## config.mk

```make
export PLATFORM = sky130hd
export DESIGN_NAME = servo_bank_ctrl
export DESIGN_NICKNAME = d
export VERILOG_FILES = /design/src/rtl/servo_bank_ctrl.sv
export SDC_FILE = /design/constraint.sdc
export NUM_CORES = 1
export LEC_CHECK = 0
export BUFFER_PORTS_ARGS = -buffer_cell sky130_fd_sc_hd__buf_2
export CORE_MARGIN = 2
export CORE_UTILIZATION = 70
export DETAILED_ROUTE_END_ITERATION = 6
export PLACE_DENSITY_LB_ADDON = 0.3
export SLEW_MARGIN = 0
export SYNTH_ARGS = -nofsm -noshare
export SYNTH_HDL_FRONTEND = slang
export SYNTH_SLANG_ARGS = --single-unit
export TNS_END_PERCENT = 100
```

## constraint.sdc

```tcl
create_clock -name clk -period 8.4 [get_ports clk]
set_clock_uncertainty 0.2 [all_clocks]
set_input_delay 0.42 -clock clk [delete_from_list [all_inputs] [get_ports clk]]
set_output_delay 0.42 -clock clk [all_outputs]
set_load 0.03 [all_outputs]
```

## src/rtl/servo_bank_ctrl.sv

```systemverilog
// Multi-channel servo PWM generator: commands land in a per-channel shadow register and are
// applied at the frame boundary, and a settle timer per channel drives busy/done flags.
module servo_bank_ctrl #(
  parameter int N_CH          = 4,
  parameter int POS_W         = 8,
  parameter int MAX_POS       = 180,
  parameter int RESET_POS     = 90,
  parameter int PERIOD_CYC    = 2_000_000,
  parameter int MIN_PULSE_CYC = 50_000,
  parameter int STEP_CYC      = 1_111,
  parameter int SETTLE_CYC    = 30_000_000,
  parameter int CNT_W         = 32,
  localparam int CH_W         = (N_CH > 1) ? $clog2(N_CH) : 1
) (
  input  logic              clk,
  input  logic              clr_n,
  input  logic              cmd_valid,
  output logic              cmd_ready,
  input  logic [CH_W-1:0]   cmd_ch,
  input  logic [POS_W-1:0]  cmd_pos,
  output logic [N_CH-1:0]   pwm_out,
  output logic [N_CH-1:0]   busy,
  output logic [N_CH-1:0]   done_pulse,
  output logic              err_range
);

  localparam logic [CNT_W-1:0] FRAME_LAST  = CNT_W'(PERIOD_CYC - 1);
  localparam logic [CNT_W-1:0] SETTLE_LAST = CNT_W'(SETTLE_CYC - 1);

  typedef enum logic {
    IDLE,
    MOVING
  } settleState_e;

  logic                 alive_q;
  logic [CNT_W-1:0]     frameCnt_q;
  logic [CNT_W-1:0]     frameCnt_d;
  logic [POS_W-1:0]     shadow_q [N_CH];
  logic [POS_W-1:0]     active_q [N_CH];
  logic [N_CH-1:0]      pending_q;
  logic [N_CH-1:0]      pwm_q;
  logic [N_CH-1:0]      busy_q;
  logic [N_CH-1:0]      done_q;
  logic                 err_q;
  settleState_e         state_q [N_CH];
  logic [CNT_W-1:0]     tmr_q [N_CH];

  logic                 boundary;
  logic                 accept;
  logic                 chPending;
  logic                 overRange;
  logic [POS_W-1:0]     clampedPos;
  logic [N_CH-1:0]      load;
  logic [N_CH-1:0]      change;
  logic [N_CH-1:0]      hit;
  logic [CNT_W-1:0]     width [N_CH];

  // An out-of-range channel matches no pending bit, so it is accepted and then ignored.
  always_comb begin
    chPending = 1'b0;
    for (int i = 0; i < N_CH; i++) begin
      if (int'(cmd_ch) == i) begin
        chPending = pending_q[i];
      end
    end
  end

  assign cmd_ready = alive_q & ~chPending;
  assign accept    = cmd_valid & cmd_ready;
  assign boundary  = (frameCnt_q == FRAME_LAST);
  assign overRange = (int'(cmd_pos) > MAX_POS);

  always_comb begin
    frameCnt_d = boundary ? '0 : frameCnt_q + CNT_W'(1);
    clampedPos = overRange ? POS_W'(MAX_POS) : cmd_pos;
    for (int i = 0; i < N_CH; i++) begin
      load[i]   = boundary & pending_q[i];
      change[i] = load[i] & (shadow_q[i] != active_q[i]);
      hit[i]    = accept & (int'(cmd_ch) == i);
      width[i]  = CNT_W'(MIN_PULSE_CYC) + CNT_W'(active_q[i]) * CNT_W'(STEP_CYC);
    end
  end

  // A channel accepting a command is never pending, so load and shadow write never collide.
  always_ff @(posedge clk or negedge clr_n) begin
    if (!clr_n) begin
      alive_q    <= 1'b0;
      frameCnt_q <= '0;
      pending_q  <= '0;
      pwm_q      <= '0;
      busy_q     <= '0;
      done_q     <= '0;
      err_q      <= 1'b0;
      for (int i = 0; i < N_CH; i++) begin
        shadow_q[i] <= POS_W'(RESET_POS);
        active_q[i] <= POS_W'(RESET_POS);
        state_q[i]  <= IDLE;
        tmr_q[i]    <= '0;
      end
    end else begin
      alive_q    <= 1'b1;
      frameCnt_q <= frameCnt_d;
      err_q      <= accept & overRange;
      for (int i = 0; i < N_CH; i++) begin
        pwm_q[i]  <= (frameCnt_q < width[i]);
        done_q[i] <= 1'b0;
        if (load[i]) begin
          active_q[i]  <= shadow_q[i];
          pending_q[i] <= 1'b0;
        end
        if (hit[i]) begin
          shadow_q[i]  <= clampedPos;
          pending_q[i] <= 1'b1;
        end
        // A new position restarts the settle window even if the old one was about to expire.
        if (change[i]) begin
          state_q[i] <= MOVING;
          busy_q[i]  <= 1'b1;
          tmr_q[i]   <= '0;
        end else if (state_q[i] == MOVING) begin
          if (tmr_q[i] == SETTLE_LAST) begin
            state_q[i] <= IDLE;
            busy_q[i]  <= 1'b0;
            done_q[i]  <= 1'b1;
          end else begin
            tmr_q[i] <= tmr_q[i] + CNT_W'(1);
          end
        end
      end
    end
  end

  assign pwm_out    = pwm_q;
  assign busy       = busy_q;
  assign done_pulse = done_q;
  assign err_range  = err_q;

endmodule

```

==> reports/summary.txt <==
Port buffer count: 26
R2r endpoint: pwm_out[3]$_DFF_PN0_
Layout cell share with drive strength beyond 1: 0.0976
Crit Path Max Fanout: 12
Number of remaining DRC errors: 0
Finish-stage setup viols: 0
Starting Density: 0.710
RSZ-0062 raised after global routing: false
Synth Register Bits: 246
Worst r2r path cells: 20
CTS tree: done
Most area-hungry cell type in the Yosys netlist: dfrtp_1
Worst r2r src: active_q[5]$_DFFE_PN0P_
Top-count cell post-synth: ha_1
Post-route ant nets: 0
Fmax: 173 MHz
Seq/Total Area, Yosys: 0.315
Mean area per synthesized cell: 9.64 sq um
CTS H-tree lvls: 1
Worst setup EP type: flop
Clk buf depth: 3
CP Class: reg2reg
Crit-path cells: fa_1 > inv_1 > fa_1 > inv_1 > fa_1 > inv_1 > fa_1 > inv_1 > ha_1 > nand2_1 > o21ai_0 > o21ai_0 > o21ai_0 > o211ai_1 > nor2b_1 > o21ai_0 > ha_1 > nand4_1 > o311ai_0 > a31oi_1
Startpoint Class: flop
Worst vdd ir: 0.179 mV
CP max stage cell: fa_1
Synth Flop Type: dfrtp_1
Syn nets: 2,402
Post-Place Cells: 2,417
Worst hold path depth: 3
Least-Margin Pin Slew: 1050 ps
Total CTS buffers: 27
Fin Setup TNS: 0 ps
Net count reported at finish: 2,432
Clock sinks: 246
Die X: 172 microns
Max-cap violations: 0
Largest net degree at the start of global routing: 113
Root Buffer Master: clkbuf_16
Headroom to the max-slew limit: 0.290
GP Congestion: 0.903
Vias per Instance: 6.04
Synthesized area: 19,700 sq um
Layout Cells excl Fill: 2,470
Yosys top cell area share: 0.272
Leak pwr: 10.6 nW
Number of enable flip-flop cells after synthesis: 0
Core box area: 27,700 sq um
Crit path max-delay family: adder cells
Final worst-path cycle share: 0.687
Global route overflow: 0
Min cycle time layout: 5770 ps
Hold path startpoint: cmd_valid
Die ar.: 29,500 sq um
Reg2reg setup slack: 2630 ps
Vias in the first global route: 14,900
Routed length per instance: 17.5 microns
Final WL: 43,200 microns
DRT iter0 DRCs: 1,061
Synth area leaders: dfrtp_1 27%, ha_1 17%, fa_1 8.0%
Die Y: 172 microns
HPWL after DPL: 31,600 microns
Min-Delay Path Class: in2reg
Status: finished clean
Vias: 14,900
IO Pins: 27
Hold path endpoint: err_range$_DFF_PN0_
Fillers: 1,846
Initial antenna violation count: 0
Total GRT Usage: 0.301
Final hold violation count: 0
Post-synth ARST share: 1.00
Post-synthesis cell type count: 64
Row count: 61
Layout area overhead: 7.89%
Pwr dens: 133 nW/um^2
Synth cell count leaders: 270 x ha_1, 215 x inv_1, 214 x dfrtp_1, 199 x nor2_1, 122 x nand2_1
Crit path buf inv count: 4
Worst-skew pair later-pin latency: 560 ps
Critical Path Max Stage Delay: 590 ps
First-pass GRT wire length: 71,900 microns
YS warnings: 0
Slew Limit Fails: 0
Drt first pass iters: 6
Critical Path RT: 8630 ps
Arr. time, crit path: 6000 ps
Post-CTS repair timing setup buffer count: 0
Clk pin slew, worst setup/hold paths: 60 ps
Post-Synthesis Cells: 2,040
-- repair_timing --
item | CTS | global route
hold endpoints to repair | 101 | 0
hold buffers | 2 | 0
gates resized for setup | 0 | 0
-- cells by family (layout without fill, tap and decap cells) --
family          count (synthesis)  after routing  share of synthesized area
xor+xnor                      228            228                      0.102
fa+ha+maj                     349            349                      0.252
simple gates                  675            675                      0.175
flops                         246            246                      0.315
mux                            57             57                     0.0331
compound gates                233            233                     0.0742
other cells                     1              2                   0.000191
buf+inv                       251            302                     0.0494
-- cell usage in the layout, fill, tap and decap left out, drive strengths merged, types with 18 or more instances in the layout --
cell type | synthesis | final
a21o | 27 | 27
a21oi | 76 | 76
and3 | 40 | 40
buf | 8 | 35
clkbuf | 28 | 33
dfrtp | 214 | 214
dfstp | 32 | 32
fa | 79 | 79
ha | 270 | 270
inv | 215 | 218
mux2 | 54 | 54
nand2 | 122 | 122
nand3 | 77 | 77
nand4 | 60 | 60
nor2 | 199 | 199
nor2b | 18 | 18
nor3 | 41 | 41
o21ai | 61 | 61
or3 | 22 | 22
xnor2 | 118 | 118
xor2 | 110 | 110
-- power by group --
group	switching, mW	total, mW	internal (mW)
Clock	0.515	1.32	0.809
Combinational	0.0844	0.162	0.0781
Sequential	0.0739	1.33	1.26
Total	0.673	2.82	2.15
-- flip-flops by register name, summed over array words and instances, names as in the netlist --
name	count
frameCnt_q	32
pending_q	4
pwm_out	4
tmr_q	128
shadow_q	32
busy	4
alive_q	1
active_q	32
done_pulse	4
err_range	1
state_q	4
-- metrics by stage --
step           power, mW  instance area (sq um)  hold slack, ps  utilization  worst slack (ps)
6_report            2.82                  21200            23.7        0.766              2630
5_1_grt             2.90                  21200            51.6        0.766              2210
4_1_cts             2.83                  21200            21.7        0.766              2670
3_5_place_dp        1.51                  20200             258        0.729              2710
3_3_place_gp        1.50                  20200             255        0.729              2870
2_1_floorplan       1.42                  19700           -75.6            -              3210
-- layer usage --
layer | routed length [microns] | up-vias | global-route usage
met3 | 2180 | 72 | 0.0384
met1 | 18600 | 7400 | 0.397
met5 | 0 | - | 0
met4 | 882 | 0 | 0.0774
met2 | 21500 | 410 | 0.527
li1 | - | 7049 | -
-- worst register-to-register path, delay by kind of cell (launching register included) --
family	cells	cell delay, ps
flops	1	550
buf+inv	4	200
compound gates	7	1560
simple gates	3	330
fa+ha+maj	6	2810
-- area by class of cell --
| cell class | count | area [sq um] | area share |
|---|---|---|---|
| sequential | 246 | 6200 | 0.292 |
| inverter | 215 | 807 | 0.0380 |
| timing repair buffer | 37 | 228 | 0.0107 |
| tap | 378 | 473 | 0.0223 |
| clock buffer | 33 | 728 | 0.0343 |
| clock inverter | 17 | 274 | 0.0129 |
| multi-input combinational | 1543 | 12500 | 0.590 |
| antenna | 1 | 2.50 | 0.000118 |
-- worst max path at each step --
stage	from	endpoint	depth (start not counted)
2_1_floorplan	active_q[29]$_DFFE_PN0P_	pwm_out[0]$_DFF_PN0_	21
3_3_place_gp	active_q[5]$_DFFE_PN0P_	pwm_out[3]$_DFF_PN0_	21
3_5_place_dp	active_q[29]$_DFFE_PN0P_	pwm_out[0]$_DFF_PN0_	21
4_1_cts	active_q[5]$_DFFE_PN0P_	pwm_out[3]$_DFF_PN0_	21
5_1_grt	active_q[5]$_DFFE_PN0P_	pwm_out[3]$_DFF_PN0_	21
6_report	active_q[5]$_DFFE_PN0P_	pwm_out[3]$_DFF_PN0_	20
Note: power is estimated with default switching activity, not from simulation.
